### config.mk
export PLATFORM = sky130hd
export DESIGN_NAME = jtkiwi_romslot
export DESIGN_NICKNAME = d
export VERILOG_FILES = /design/src/rtl/jtkiwi_romslot.sv
export SDC_FILE = /design/constraint.sdc
export NUM_CORES = 1
export LEC_CHECK = 0
export BUFFER_PORTS_ARGS = -buffer_cell sky130_fd_sc_hd__buf_2
export CORE_ASPECT_RATIO = 1.75
export CORE_MARGIN = 4
export CORE_UTILIZATION = 45
export CTS_CLUSTER_SIZE = 25
export DETAILED_ROUTE_END_ITERATION = 10
export PLACE_DENSITY = 0.72
export SLEW_MARGIN = 10
export SYNTH_ARGS = -nofsm -noshare
export SYNTH_HDL_FRONTEND = slang
export SYNTH_SLANG_ARGS = --single-unit
### constraint.sdc
create_clock -name clk -period 2.4 [get_ports clk]
set_input_delay 0.12 -clock clk [delete_from_list [all_inputs] [get_ports clk]]
set_output_delay 0.12 -clock clk [all_outputs]
set_load 0.1 [all_outputs]
### src/rtl/jtkiwi_romslot.sv
// jtkiwi_romslot: SDRAM-side responder for the 32-bit graphics ROM fetch port.
// Each 32-bit word miss becomes one two-beat 16-bit SDRAM read. The assembled
// word is kept in a one-entry cache so that repeated fetches hit at once.
// Ports:
//   clk, rst                  clock and synchronous active-high reset
//   rom_cs, rom_addr          client request and 32-bit word address
//   rom_data, rom_ok          cached word and registered hit flag
//   sdram_req, sdram_addr     read request (held until ack) and 16-bit word address
//   sdram_ack                 request accepted pulse
//   sdram_dok, sdram_din      data beat strobe and beat data
module jtkiwi_romslot #(
  parameter logic [20:0] OFFSET = 21'h0
) (
  input  logic        clk,
  input  logic        rst,
  input  logic        rom_cs,
  input  logic [17:0] rom_addr,
  output logic [31:0] rom_data,
  output logic        rom_ok,
  output logic        sdram_req,
  output logic [20:0] sdram_addr,
  input  logic        sdram_ack,
  input  logic        sdram_dok,
  input  logic [15:0] sdram_din
);

  localparam int unsigned AW  = 18;
  localparam int unsigned SAW = 21;
  localparam int unsigned DW  = 32;
  localparam int unsigned BW  = 16;

  typedef enum logic [1:0] {
    ST_IDLE  = 2'd0,
    ST_REQ   = 2'd1,
    ST_BEAT0 = 2'd2,
    ST_BEAT1 = 2'd3
  } state_e;

  state_e          state_q, state_d;
  logic [AW-1:0]   pend_q, pend_d;
  logic [AW-1:0]   tag_q, tag_d;
  logic            valid_q, valid_d;
  logic [BW-1:0]   buf_q, buf_d;
  logic [DW-1:0]   data_q, data_d;
  logic            ok_q, ok_d;
  logic            req_q, req_d;
  logic [SAW-1:0]  addr_q, addr_d;
  logic            hit_c;

  assign hit_c = rom_cs & valid_q & (tag_q == rom_addr);

  // State register and datapath registers
  always_ff @(posedge clk) begin
    if (rst) begin
      state_q <= ST_IDLE;
      pend_q  <= '0;
      tag_q   <= '0;
      valid_q <= 1'b0;
      buf_q   <= '0;
      data_q  <= '0;
      ok_q    <= 1'b0;
      req_q   <= 1'b0;
      addr_q  <= '0;
    end else begin
      state_q <= state_d;
      pend_q  <= pend_d;
      tag_q   <= tag_d;
      valid_q <= valid_d;
      buf_q   <= buf_d;
      data_q  <= data_d;
      ok_q    <= ok_d;
      req_q   <= req_d;
      addr_q  <= addr_d;
    end
  end

  // Next-state logic; strobes are honoured in the cycle a state is entered
  always_comb begin
    state_d = state_q;
    case (state_q)
      ST_IDLE:  if (rom_cs && !hit_c) state_d = ST_REQ;
      ST_REQ:   if (sdram_ack)        state_d = ST_BEAT0;
      ST_BEAT0: if (sdram_dok)        state_d = ST_BEAT1;
      ST_BEAT1: if (sdram_dok)        state_d = ST_IDLE;
      default:                        state_d = ST_IDLE;
    endcase
  end

  // Output and datapath next values; a started fetch always runs to completion
  always_comb begin
    pend_d  = pend_q;
    tag_d   = tag_q;
    valid_d = valid_q;
    buf_d   = buf_q;
    data_d  = data_q;
    ok_d    = hit_c;
    req_d   = req_q;
    addr_d  = addr_q;
    case (state_q)
      ST_IDLE: begin
        if (rom_cs && !hit_c) begin
          pend_d = rom_addr;
          req_d  = 1'b1;
          // OFFSET add wraps at 2^21 by truncation
          addr_d = SAW'(OFFSET + {2'b00, rom_addr, 1'b0});
        end
      end
      ST_REQ: begin
        if (sdram_ack) req_d = 1'b0;
      end
      ST_BEAT0: begin
        if (sdram_dok) buf_d = sdram_din;
      end
      ST_BEAT1: begin
        if (sdram_dok) begin
          data_d  = {sdram_din, buf_q};
          tag_d   = pend_q;
          valid_d = 1'b1;
        end
      end
      default: ;
    endcase
  end

  assign rom_data   = data_q;
  assign rom_ok     = ok_q;
  assign sdram_req  = req_q;
  assign sdram_addr = addr_q;

endmodule

==> impl_metrics.json <==
{
  "status": "finished clean",
  "root_buffer": "clkbuf_16",
  "dpl.hpwl_um": 6900,
  "cp_slowest_stage_delay_ns": 0.53,
  "dp_slack_ns": 0.438,
  "grt_overflow": 0,
  "cts.sinks": 89,
  "drt-initial-drc-count": 183,
  "startpoint_type": "flop",
  "tns_ns": 0,
  "gp_congestion": 0.829,
  "ctsHoldBuffers": 0,
  "htreeDepth": 3,
  "vdd.ir_drop.worst_mv": 0.629,
  "relSlewSlack_pct": 60.9,
  "power.density_mw_per_mm2": 971,
  "placed_cell_area_mm2": 0.00449,
  "finClkSkew_ns": 0.00706,
  "async_flop_share_pct": 0,
  "syn_avg_cell_area_um2": 8.10,
  "clock_path_buffers": 2,
  "cts_setup_buffers": 0,
  "diodes": 0,
  "synth_edf_count": 0,
  "netlist_area_mm2": 0.00394,
  "timing.final.ws_setup_ns": 0.417,
  "seqPwrFrac_pct": 38.0,
  "antenna_found_initial": 0,
  "die_y_um": 132,
  "finalWorstPathRequiredPeriod_ns": 1.98,
  "synth_top_area_cell": "dfxtp_1",
  "grt_pass1_vias": 3446,
  "grt_usage_pct": 19.7,
  "yosysMostFrequentCell": "nand2_1",
  "drt_wl_total_um": 10100,
  "core-area_mm2": 0.00861,
  "reg2reg_to": "state_q[1]$_SDFFE_PP0P_",
  "yosysUniqueCellTypes": 30,
  "max-cap-violations": 0,
  "switching_share_pct": 41.4,
  "die_w_um": 78.8,
  "critPathCaptureType": "flop",
  "synth_cells": 487,
  "pwr-share-clk_pct": 28.6,
  "total_leakage_power_nw": 1.83,
  "synth-seq-area-share_pct": 45.2,
  "hold_depth": 3,
  "finalCoreUtilization_pct": 55.4,
  "cts_tree": "done",
  "boundaryPins": 94,
  "ys_warn_count": 0,
  "clk_pin_slew_ns": 0.06,
  "p_switching_mw": 1.92,
  "fin_area_mm2": 0.00477,
  "hp-class": "primary input to flop",
  "netlist_top_cells_area": "dfxtp_1 45%, nand2_1 15%, a21oi_1 8.6%, mux2i_1 4.8%, a32oi_1 4.0%",
  "viasPerCell": 5.41,
  "cp_max_fo": 19,
  "finish.net_count": 602,
  "slowest_stage": "or4_1",
  "ff2ff_path_depth": 6,
  "layout-drive-gt1-share_pct": 21.3,
  "r2r_setup_slack_ns": 0.42,
  "tightest_slew_ns": 0.586,
  "vias": 3681,
  "internal_power_mw": 2.72,
  "fmax_mhz": 504,
  "comb_power_share_pct": 33.4,
  "fp.dieArea_mm2": 0.0104,
  "setup_viol": 0,
  "routedWlPerCell_um": 14.8,
  "crit_chain": "xor2_1 -> or4_1 -> buf_4 -> nor2_1 -> nand2_1 -> a211o_1",
  "io_buffer_count": 90,
  "endpoint": "state_q[1]$_SDFFE_PP0P_",
  "cp-startpoint": "tag_q[7]$_SDFFE_PP0P_",
  "clock_latency_ns": 0.34,
  "first_pass_iters": 4,
  "slew_violations": 0,
  "cp.arrival_ns": 2.21,
  "synthTopCellsByCount": "157 x nand2_1, 89 x dfxtp_1, 68 x a21oi_1, 31 x clkbuf_1",
  "grt_max_degree": 108,
  "ys_ff_latch": 89,
  "drc": 0,
  "post_cts_resized": 0,
  "start_util_pct": 45.8,
  "finalHoldViolCount": 0,
  "rsz0062_at_grt": "false",
  "grt_pass1_wl_um": 16300,
  "crit_required_ns": 2.63,
  "crit_type": "flop to flop",
  "timing.rr.start": "tag_q[7]$_SDFFE_PP0P_",
  "netlist.area_leader.share_pct": 45.2,
  "ys.flop_type": "dfxtp_1",
  "synthToLayoutAreaGrowth_pct": 21.0,
  "num_rows": 45,
  "period_share_pct": 82.6,
  "antenna_left": 0,
  "cts-buffers-inserted": 9
}
## cells in the final DEF (no fill, tap or decap), types with 6 or more instances in the layout
cell / Yosys / final
nand2_1: 157 / 156
dfxtp_1: 89 / 89
buf_2: 0 / 89
a21oi_1: 68 / 68
nor3b_1: 19 / 19
mux2i_1: 19 / 19
nor4b_1: 18 / 18
a32oi_1: 18 / 18
xnor2_1: 15 / 15
buf_4: 3 / 10
clkbuf_16: 0 / 9
nor2_1: 6 / 6
## kinds of logic after synthesis
family	share of synthesized area, %
AND/OR/NAND/NOR	26.0
XOR/XNOR	4.00
adder cells (fa/ha/maj)	1.27
multiplexers	4.82
buffers and inverters	4.85
AO/OA/AOI/OAI	13.8
flip-flops	45.2
other	0.0951
## per-layer routing
| metal | share of wire, % | track usage, % | vias to the layer above |
|---|---|---|---|
| met4 | 3.5 | 10.7 | 0 |
| met2 | 53 | 35.5 | 117 |
| met3 | 6.0 | 4.92 | 24 |
| met5 | 0 | 0 | - |
| met1 | 37 | 20.3 | 1744 |
| li1 | - | - | 1796 |
## worst min path at each step
stage	start	to	slack (ns)
3_5_place_dp	sdram_din[7]	rom_data[23]$_SDFFE_PP0P_	0.38
5_1_grt	sdram_din[7]	rom_data[23]$_SDFFE_PP0P_	0.02
6_report	sdram_din[7]	rom_data[23]$_SDFFE_PP0P_	0.03
4_1_cts	sdram_din[7]	rom_data[23]$_SDFFE_PP0P_	0.01
3_3_place_gp	sdram_din[5]	rom_data[21]$_SDFFE_PP0P_	0.38
2_1_floorplan	sdram_din[0]	buf_q[0]$_SDFFE_PP0P_	0.26
## worst max-delay path, delay by kind of cell (launching register included)
family,cells,cell delay [ns]
AND/OR/NAND/NOR,3,0.88
flip-flops,1,0.33
AO/OA/AOI/OAI,1,0.28
buffers and inverters,1,0.23
XOR/XNOR,1,0.16
## stage by stage
stage	instances	hold slack [ns]	power (mW)
floorplan	489	0.256	3.04
global placement	665	0.375	3.31
detailed placement	665	0.378	3.34
CTS	681	0.00978	4.67
global route	681	0.0175	4.85
finish	681	0.0256	4.64
## flip-flops by register name (all words and copies together) (netlist names)
name        cells
sdram_req       1
valid_q         1
rom_ok          1
sdram_addr     18
tag_q          18
state_q         2
buf_q          16
rom_data       32
## power by group through the flow
stage	clock network [mW]	registers [mW]	logic (mW)
2_1_floorplan	0	2.54	0.505
3_3_place_gp	0	1.78	1.53
3_5_place_dp	0	1.79	1.55
4_1_cts	1.36	1.76	1.55
6_report	1.33	1.76	1.55
5_1_grt	1.42	1.79	1.64
## cell type report
cell class	count	area (µm²)
Clock buffer	11	253
Clock inverter	5	30.0
Fill cell	814	3840
Inverter	4	15.0
Multi-Input combinational cell	354	1990
Sequential cell	89	1780
Tap cell	117	146
Timing Repair Buffer	101	561
No activity file was read; power rests on OpenSTA's default activity.
